===== config.mk =====
export PLATFORM = sky130hd
export DESIGN_NAME = audio_dac_serializer
export DESIGN_NICKNAME = d
export VERILOG_FILES = /design/src/rtl/audio_dac_serializer.sv
export SDC_FILE = /design/constraint.sdc
export NUM_CORES = 1
export LEC_CHECK = 0
export ABC_AREA = 1
export CORE_ASPECT_RATIO = 0.6
export CORE_MARGIN = 4
export CORE_UTILIZATION = 55
export DETAILED_ROUTE_END_ITERATION = 8
export PLACE_DENSITY = 0.9
export SLEW_MARGIN = 20
export SYNTH_ARGS = -nofsm -noshare
export SYNTH_HDL_FRONTEND = slang
export SYNTH_SLANG_ARGS = --single-unit

===== constraint.sdc =====
create_clock -name clk -period 2.1 [get_ports clk]
set_clock_uncertainty 0.1 [all_clocks]
set_input_delay 0.42 -clock clk [delete_from_list [all_inputs] [get_ports clk]]
set_output_delay 0.42 -clock clk [all_outputs]
set_load 0.005 [all_outputs]

===== src/rtl/audio_dac_serializer.sv =====
// Left-justified mono audio DAC serializer: derives bclk/lrclk from clk, shifts
// one FIFO word per frame out MSB first on both channels, mutes on underrun.
module audio_dac_serializer #(
   parameter int DATA_WIDTH = 16,
   parameter int BCLK_HALF  = 16
) (
   input  logic                  clk,
   input  logic                  reset_n,
   input  logic                  en,
   input  logic                  fifo_empty,
   output logic                  fifo_rd_en,
   input  logic [DATA_WIDTH-1:0] fifo_rd_data,
   output logic                  bclk,
   output logic                  lrclk,
   output logic                  dacdat,
   output logic                  underrun,
   output logic [7:0]            underrun_count
);

   localparam int DIV_W = $clog2(BCLK_HALF);
   localparam int CNT_W = $clog2(2 * DATA_WIDTH);
   localparam logic [DIV_W-1:0] DIV_LAST  = DIV_W'(BCLK_HALF - 1);
   localparam logic [CNT_W-1:0] CNT_LAST  = CNT_W'(2 * DATA_WIDTH - 1);
   localparam logic [CNT_W-1:0] CNT_RIGHT = CNT_W'(DATA_WIDTH);

   typedef enum logic [1:0] {
      IDLE,
      FETCH,
      CAPTURE
   } state_t;

   state_t                state;
   state_t                state_next;
   logic [DIV_W-1:0]      div;
   logic [CNT_W-1:0]      bit_cnt;
   logic [CNT_W-1:0]      bit_cnt_next;
   logic                  fe;
   logic [DATA_WIDTH-1:0] shreg;
   logic [DATA_WIDTH-1:0] sample_buf;
   logic                  buf_clear;
   logic                  buf_load;

   assign fe           = (div == DIV_LAST) && bclk;
   assign bit_cnt_next = (bit_cnt == CNT_LAST) ? '0 : bit_cnt + CNT_W'(1);
   assign dacdat       = shreg[DATA_WIDTH-1];

   always_ff @(posedge clk) begin
      if (!reset_n) begin
         div  <= '0;
         bclk <= 1'b0;
      end else if (div == DIV_LAST) begin
         div  <= '0;
         bclk <= ~bclk;
      end else begin
         div <= div + DIV_W'(1);
      end
   end

   // Slot starts (left and right) reload the same word, so mono plays on both channels.
   always_ff @(posedge clk) begin
      if (!reset_n) begin
         bit_cnt <= '0;
         lrclk   <= 1'b1;
         shreg   <= '0;
      end else if (fe) begin
         bit_cnt <= bit_cnt_next;
         lrclk   <= (bit_cnt_next < CNT_RIGHT);
         if ((bit_cnt_next == '0) || (bit_cnt_next == CNT_RIGHT)) begin
            shreg <= sample_buf;
         end else begin
            shreg <= shreg << 1;
         end
      end
   end

   // Fetch starts in the last bit slot; two clk cycles always fit before the next fe.
   always_comb begin
      state_next = state;
      fifo_rd_en = 1'b0;
      underrun   = 1'b0;
      buf_clear  = 1'b0;
      buf_load   = 1'b0;
      case (state)
         IDLE: begin
            if (fe && (bit_cnt_next == CNT_LAST)) begin
               state_next = FETCH;
            end
         end
         FETCH: begin
            state_next = IDLE;
            if (en && !fifo_empty) begin
               fifo_rd_en = 1'b1;
               state_next = CAPTURE;
            end else begin
               buf_clear = 1'b1;
               underrun  = en;
            end
         end
         CAPTURE: begin
            buf_load   = 1'b1;
            state_next = IDLE;
         end
         default: state_next = IDLE;
      endcase
   end

   always_ff @(posedge clk) begin
      if (!reset_n) begin
         state          <= IDLE;
         sample_buf     <= '0;
         underrun_count <= '0;
      end else begin
         state <= state_next;
         if (buf_load) begin
            sample_buf <= fifo_rd_data;
         end else if (buf_clear) begin
            sample_buf <= '0;
         end
         if (underrun && (underrun_count != 8'hFF)) begin
            underrun_count <= underrun_count + 8'd1;
         end
      end
   end

endmodule


==> metrics.md, run 1 <==
| Metric | Value |
|---|---|
| Vias in the first global route | 2,176 |
| Max transition margin | 0.645 |
| Initial DRC count | 157 |
| Post-Route M1 WL | 2.74 mm |
| I/O pin cnt | 33 |
| CP Max Fanout | 3 |
| Post-synth EDFFs | 0 |
| Asr flop ratio synth | 0 |
| Core Util, Final | 0.706 |
| First-pass GRT wire length | 9.99 mm |
| Final worst-path cycle share | 0.923 |
| Synth top area share | 0.415 |
| Cts repair resizes | 2 |
| GRT Total Usage | 0.222 |
| Final setup viols | 0 |
| Initial antenna violation count | 0 |
| Delay-heaviest family, CP | buffers and inverters |
| Final net count | 399 |
| Clock buffer count from CTS | 5 |
| Setup TNS | 0 ns |
| Final Critical Period | 1.94 ns |
| Worst path max stage delay | 0.50 ns |
| Die width | 96.0 um |
| # diodes | 0 |
| Reg clk slew, reported paths | 0.09 ns |
| DIE AREA | 0.00584 mm^2 |
| Core area | 0.00430 mm^2 |
| Syn Inst Count | 343 |
| Post-cts hold buffer count | 0 |
| Mapped Nets | 369 |
| Met3 wire len | 539 um |
| Fmax | 0.516 GHz |
| CTS tree | built |
| CP max-delay cell | clkdlybuf4s50_1 |
| Critical path cell sequence | clkdlybuf4s50_1 -> nand2_1 -> nor2_4 -> dlygate4sd2_1 |
| Warnings from Yosys | 0 |
| Die height | 60.8 um |
| Antenna viol nets, final | 0 |
| Number of I/O port buffers | 32 |
| Via/cell ratio | 5.52 |
| Buffer and inverter count on the worst path | 2 |
| Worst Hold Class | register to register |
| Met2 Wirelength | 2.64 mm |
| Gr ovfl total | 0 |
| CTS H-tree depth | 2 |
| Post-Route WL | 6.00 mm |
| Clk root buf | clkbuf_8 |
| Via count | 2,394 |
| Drt drc | 0 |
| # Max-Cap Violations | 0 |
| Number of synthesized register bits | 53 |
| Max Root-Sink Buffers | 2 |
| Endpoints failing hold | 0 |
| Most frequent cell after synthesis | nand2_1 |
| Detailed Routing Iterations Pass 1 | 6 |
| Max Slew Vio Count | 0 |
| Post-DP HPWL | 4.17 mm |
| Sink Count | 53 |
| Synth Cell Area | 0.00256 mm^2 |
| CP Capture Type | output pin |
| Least-Margin Pin Slew | 0.531 ns |
| Final Cell Area | 0.00304 mm^2 |
| Leakage | 1.17 nW |
| Type of origin of the critical path | primary input |
| GPL Wtd Cong | 0.814 |
| Placement Rows | 18 |
| Synth Area per Inst | 7.46 um^2 |
| Area leader, netlist | dfxtp_1 |
| Largest net degree at the start of global routing | 42 |
| Status | finished, final reports clean |
| Reg2reg setup slack | 0.16 ns |
| Worst vdd ir | 339 uV |
| Share of cells above drive strength 1 | 0.102 |
| Sequential share of the synthesized area | 0.415 |
| Arrival time at the worst endpoint | 1.42 ns |
| Post-synth top cells | nand2_1 (57), dfxtp_1 (53), nand3_1 (53), nor2_1 (40) |
| CP Class | primary input to output pin |
| Latest clock arrival within the worst-skew pair | 0.31 ns |
| Main area contributors after synthesis | dfxtp_1 (41%), nand3_1 (10%), nand2_1 (8.4%) |
| Post-DP Area | 0.00295 mm^2 |
| DR WL/cell | 13.8 um |
| Power density cells | 542 mW/mm^2 |
| Top FF cell, synth | dfxtp_1 |
| Starting Density | 0.595 |
| Req. time, crit path | 1.58 ns |
| Count of different cell masters after synthesis | 30 |
| P&R area growth vs syn | 18.7% |
| Max layer used | met4 |
| RSZ-0062 raised after global routing | no |
| Postcts setup bufs | 0 |
report_power, final:
part	leakage [nW]	switching, mW	total [mW]	internal (mW)
clock network	0.0450	0.321	0.553	0.232
logic	0.699	0.0360	0.0817	0.0457
registers	0.428	0.00345	1.01	1.01
worst paths after layout:
path / cells past startpoint / startpoint / end
worst max-delay path: 4 / fifo_empty / underrun
worst min register to register: 1 / div[0]$_SDFF_PP0_ / div[0]$_SDFF_PP0_
worst max register to register: 13 / bit_cnt[0]$_SDFFE_PN0P_ / shreg[14]$_SDFFE_PN0P_
worst min-delay path: 1 / div[0]$_SDFF_PP0_ / div[0]$_SDFF_PP0_
routing by layer:
metal	track usage	vias up
met4	0.0789	0
li1	-	1185
met2	0.335	97
met5	0	-
met3	0.0607	8
met1	0.308	1104
sequential cells by signal (all words and copies together), names as in the netlist:
signal and count:
bclk 1, bit_cnt 5, underrun_count 8, lrclk 1, shreg 16, state 2
div 4, sample_buf 16
stage by stage:
stage	hold slack, ns	worst slack [ns]	std cells	total power [mW]
2_1_floorplan	0.318	0.307	343	1.06
3_3_place_gp	0.331	-0.103	426	1.11
3_5_place_dp	0.343	-0.113	426	1.12
4_1_cts	0.361	0.118	434	1.66
5_1_grt	0.389	0.0574	434	1.69
6_report	0.361	0.163	434	1.65
cell usage in the layout (no fill, tap or decap), types with 5 or more instances in the layout:
cell type        synthesis  routed
clkbuf_8                 0       5
nor2_1                  40      40
o211ai_1                16      16
nand2_1                 57      57
o21ai_0                  5       5
clkdlybuf4s50_1          0      30
nand2_2                  5       5
dfxtp_1                 53      51
ha_1                     6       6
a21oi_1                 30      30
nand3_1                 53      53
inv_1                   30      30
buf_4                    4       6
layout make-up:
type                    instances  area, um^2
fillers                       323        1260
multi-input cells             237        1260
flip-flops and latches         53        1060
repair buffers                 41         423
inverters                      35         133
well taps                      60        75.1
clock buffers                   6        72.6
clock inverters                 2        10.0
kinds of logic after synthesis:
| logic type | after synthesis | synth area share |
|---|---|---|
| xor gates and xnor gates | 6 | 0.0205 |
| adders and majority gates | 6 | 0.0294 |
| buffers and inverters | 53 | 0.0925 |
| AOI/OAI and AO/OA | 54 | 0.122 |
| and+or+nand+nor | 171 | 0.320 |
| DFF | 53 | 0.415 |
Power figures use the tool's default switching activity.
==> run 2, diff against run 1 <==
Settings changed: MAX_ROUTING_LAYER set to met4.
==> metrics.md, run 2 (synthesis gave the netlist of run 1 again) <==
| Metric | Value |
|---|---|
| Register area | 0.00106 mm^2 |
| Die height | 60.8 um |
| Max transition margin | 0.649 |
| Register share of total power | 0.615 |
| Cts repair resizes | 2 |
| Latest clock arrival within the worst-skew pair | 0.30 ns |
| Pre-CTS setup slack | -0.113 ns |
| Commonest non-fill, non-tap cell in the layout | nand2_1 |
| CP Max Fanout | 16 |
| Reg clk slew, reported paths | 0.09 ns |
| Type of origin of the critical path | register |
| Final setup viols | 0 |
| # fillers | 323 |
| Post-DP HPWL | 4.17 mm |
| DIE AREA | 0.00584 mm^2 |
| # diodes | 0 |
| Area of the multi-input gates | 0.00126 mm^2 |
| Setup TNS | 0 ns |
| Leakage | 1.17 nW |
| Drt drc | 0 |
| Postcts setup bufs | 0 |
| Max Slew Vio Count | 0 |
| Initial DRC count | 163 |
| Commonest non-fill, non-tap cells in the layout | nand2_1 (57), nand3_1 (53), dfxtp_1 (51) |
| Least-Margin Pin Slew | 0.526 ns |
| Clock buffer count from CTS | 5 |
| Final worst-path cycle share | 0.926 |
| Gate power share | 0.049 |
| Req. time, crit path | 2.22 ns |
| P&R area growth vs syn | 18.7% |
| First-pass GRT wire length | 10.0 mm |
| Reg2reg setup slack | 0.15 ns |
| Die width | 96.0 um |
| Fmax | 0.514 GHz |
| Post-cts hold buffer count | 0 |
| Core area | 0.00430 mm^2 |
| Arrival time at the worst endpoint | 2.06 ns |
| CTS H-tree depth | 2 |
| Post-Route WL | 5.94 mm |
| Worst vdd ir | 340 uV |
| CP Class | register to register |
| CP Capture Type | register |
| Gr ovfl total | 0 |
| Share of cells above drive strength 1 | 0.102 |
| Endpoints failing hold | 0 |
| Setup WS post-layout | 0.155 ns |
| CTS tree | built |
| NetSw | 0.359 mW |
| I/O pin cnt | 33 |
| Placement Rows | 18 |
| Biggest regs | sample_buf: 16 flops, shreg: 16 flops, underrun_count: 8 flops |
| Via count | 2,385 |
| Initial antenna violation count | 0 |
| Final Critical Period | 1.95 ns |
| Power density cells | 542 mW/mm^2 |
| Starting Density | 0.595 |
| Via/cell ratio | 5.50 |
| Cell Count, Final, Fillers Out | 434 |
| Vias in the first global route | 2,166 |
| Switching share of power | 0.218 |
| Max Root-Sink Buffers | 2 |
| Core Util, Final | 0.706 |
| Sink Count | 53 |
| Worst Hold Class | register to register |
| Clk pwr share | 0.335 |
| Clk root buf | clkbuf_8 |
| Antenna viol nets, final | 0 |
| Internal | 1.29 mW |
| Status | finished, final reports clean |
| Final net count | 399 |
| Post-placement cell count | 426 |
| Largest net degree at the start of global routing | 42 |
| # Max-Cap Violations | 0 |
| Number of I/O port buffers | 32 |
| GRT Total Usage | 0.230 |
| Detailed Routing Iterations Pass 1 | 5 |
| RSZ-0062 raised after global routing | no |
| GPL Wtd Cong | 0.826 |
| DR WL/cell | 13.7 um |
## run 2: final timing paths
path         cells after the start                      to                    start
min                              1       div[0]$_SDFF_PP0_        div[0]$_SDFF_PP0_
max reg2reg                     13  shreg[14]$_SDFFE_PN0P_  bit_cnt[0]$_SDFFE_PN0P_
min reg2reg                      1       div[0]$_SDFF_PP0_        div[0]$_SDFF_PP0_
max                             13  shreg[14]$_SDFFE_PN0P_  bit_cnt[0]$_SDFFE_PN0P_
## run 2: critical path, cell delays in order (launching register included)
cell     delay [ns]
dfxtp_2        0.36
ha_1           0.21
nand2_1        0.10
nor2_1         0.05
ha_1           0.18
inv_2          0.10
nand2_2        0.07
nor2_4         0.15
nor2_8         0.05
buf_12         0.15
nand3_1        0.12
nand3_1        0.10
nand2_1        0.07
inv_1          0.03
## run 2: area by class of cell
| class | instances | area share |
|---|---|---|
| multi-input cells | 237 | 0.415 |
| flip-flops and latches | 53 | 0.350 |
| repair buffers | 41 | 0.139 |
| inverters | 35 | 0.0437 |
| well taps | 60 | 0.0247 |
| clock buffers | 6 | 0.0239 |
| clock inverters | 2 | 0.00330 |
## run 2: power groups by stage
stage	Combinational (mW)	Clock, mW	Sequential [mW]
floorplan	0.0281	0	1.04
global placement	0.0792	0	1.04
detailed placement	0.0812	0	1.04
CTS	0.0816	0.562	1.01
global route	0.0882	0.594	1.01
finish	0.0813	0.552	1.01
## run 2: per-layer routing
| layer | routed length [um] | up-vias | track usage |
|---|---|---|---|
| met1 | 2790 | 1104 | 0.312 |
| met2 | 2620 | 83 | 0.333 |
| met4 | 90 | 0 | 0.0789 |
| met5 | 0 | - | - |
| met3 | 447 | 10 | 0.0582 |
| li1 | - | 1188 | - |
## run 2: per-stage QoR
| step | hold slack (ns) | instance area, um^2 | power (mW) |
|---|---|---|---|
| CTS | 0.361 | 3030 | 1.66 |
| finish | 0.361 | 3040 | 1.65 |
| floorplan | 0.318 | 2560 | 1.06 |
| global placement | 0.331 | 2950 | 1.11 |
| global route | 0.389 | 3040 | 1.70 |
| detailed placement | 0.343 | 2950 | 1.12 |
==> run 3, diff against run 2 <==
Settings changed: CORE_UTILIZATION 55 to 56, PLACE_DENSITY 0.9 to 0.92.
Clock period 2.1 ns to 2.5 ns, I/O delays scaled along.
==> metrics.md, run 3 (synthesis gave the netlist of run 1 again) <==
| Metric | Value |
|---|---|
| Reg2reg setup slack | 0.36 ns |
| Final worst-path cycle share | 0.977 |
| Reg clk slew, reported paths | 0.09 ns |
| I/O pin cnt | 33 |
| First-pass GRT wire length | 9.78 mm |
| Vias in the first global route | 2,074 |
| Biggest regs | sample_buf: 16 flops, shreg: 16 flops, underrun_count: 8 flops |
| Leakage | 1.15 nW |
| Setup TNS | 0 ns |
| Initial antenna violation count | 0 |
| Max Slew Vio Count | 0 |
| Hold path cells | 1 |
| Final setup viols | 0 |
| Status | finished, final reports clean |
| Req. time, crit path | 1.90 ns |
| Share of cells above drive strength 1 | 0.0865 |
| Met1 global-route usage | 0.310 |
| Worst vdd ir | 304 uV |
| Cts repair resizes | 0 |
| Least-Margin Pin Slew | 0.568 ns |
| Power density cells | 502 mW/mm^2 |
| GPL Wtd Cong | 0.818 |
| Final net count | 395 |
| Via count | 2,364 |
| Endpoints failing hold | 0 |
| Hold Path End | div[0]$_SDFF_PP0_ |
| Met3 usage | 0.0533 |
| Antenna viol nets, final | 0 |
| Clock buffer count from CTS | 5 |
| Drt drc | 0 |
| Detailed Routing Iterations Pass 1 | 4 |
| Path depth of the worst reg2reg path | 13 |
| Max transition margin | 0.620 |
| Post-DP Area | 0.00290 mm^2 |
| Latest clock arrival within the worst-skew pair | 0.30 ns |
| CP Max Fanout | 4 |
| DR WL/cell | 13.6 um |
| Hold_sp | div[0]$_SDFF_PP0_ |
| CTS tree | built |
| Post-cts hold buffer count | 0 |
| Commonest non-fill, non-tap cells in the layout | nand2_1 (57), nand3_1 (53), dfxtp_1 (53) |
| Crit Reg-Reg Startpoint | bit_cnt[1]$_SDFFE_PN0P_ |
| Type of origin of the critical path | primary input |
| Post-placement cell count | 422 |
| R2r endpoint | shreg[8]$_SDFFE_PN0P_ |
| Final Critical Period | 2.44 ns |
| Sink Count | 53 |
| Clk root buf | clkbuf_8 |
| Starting Density | 0.601 |
| M2 GR Usage | 0.340 |
| Cell Count, Final, Fillers Out | 430 |
| Number of I/O port buffers | 32 |
| Initial DRC count | 232 |
| DIE AREA | 0.00575 mm^2 |
| Postcts setup bufs | 0 |
| Placement Rows | 18 |
| GRT Total Usage | 0.225 |
| CP Class | primary input to output pin |
| RSZ-0062 raised after global routing | no |
| Largest net degree at the start of global routing | 39 |
| Final Cell Area | 0.00302 mm^2 |
| Post-Route WL | 5.86 mm |
| Gr ovfl total | 0 |
| Worst Hold Class | register to register |
| # diodes | 0 |
| Arrival time at the worst endpoint | 1.84 ns |
| CP Capture Type | output pin |
| Via/cell ratio | 5.50 |
| Core area | 0.00426 mm^2 |
| CTS H-tree depth | 2 |
| # Max-Cap Violations | 0 |
| Die width | 95.2 um |
| Post-DP HPWL | 3.88 mm |
| Fmax | 0.409 GHz |
| Max Root-Sink Buffers | 2 |
| Commonest non-fill, non-tap cell in the layout | nand2_1 |
| GR peak layer | met2 |
| Die height | 60.3 um |
| P&R area growth vs syn | 17.9% |
[run 3: cell types whose count changed in the layout (fill, tap and decap cells not counted), sizes merged]
cell           change
dlygate4sd2        -2
clkdlybuf4s50      +2
clkinv             -2
buf                -4
bufinv             +1
clkbuf             +1
[run 3: layer usage]
| metal | share of wire | up-vias |
|---|---|---|
| li1 | - | 1180 |
| met1 | 0.48 | 1101 |
| met2 | 0.45 | 79 |
| met3 | 0.062 | 4 |
| met4 | 0.0046 | 0 |
| met5 | 0 | - |
[run 3: metrics by stage]
step / setup slack, ns / total power [mW] / hold WS [ns] / utilization
floorplan: 0.707 / 0.893 / 0.318 / -
global placement: 0.0875 / 0.935 / 0.326 / 0.681
detailed placement: 0.0428 / 0.936 / 0.335 / 0.681
CTS: 0.0415 / 1.51 / 0.357 / 0.708
global route: 0.00644 / 1.56 / 0.383 / 0.708
finish: 0.0576 / 1.51 / 0.353 / 0.708
[run 3: worst max path at each step]
stage,start,end,slack [ns],cells after the start
floorplan,bit_cnt[1]$_SDFFE_PN0P_,shreg[10]$_SDFFE_PN0P_,0.71,14
global placement,fifo_empty,underrun,0.09,4
detailed placement,fifo_empty,underrun,0.04,4
CTS,fifo_empty,underrun,0.04,4
global route,fifo_empty,underrun,0.006,4
finish,fifo_empty,underrun,0.06,4
[run 3: critical path, stage by stage]
cell and delay [ns]:
clkdlybuf4s50_1 0.54, nand2_1 0.12, nor2_4 0.15, clkdlybuf4s50_1 0.53
[run 3: final cells by class]
cell class / count / area (um^2)
multi-input combinational: 237 / 1260
clock buffer: 7 / 86.3
fill: 300 / 1240
sequential: 53 / 1060
tap: 60 / 75.1
timing repair buffer: 37 / 370
inverter: 35 / 133
clock inverter: 1 / 30.0
[run 3: where the power goes]
part | total, mW | internal, mW | leakage [nW] | switching, mW
Combinational | 0.0672 | 0.0366 | 0.664 | 0.0306
Clock | 0.596 | 0.327 | 0.0585 | 0.269
Sequential | 0.850 | 0.848 | 0.427 | 0.00283
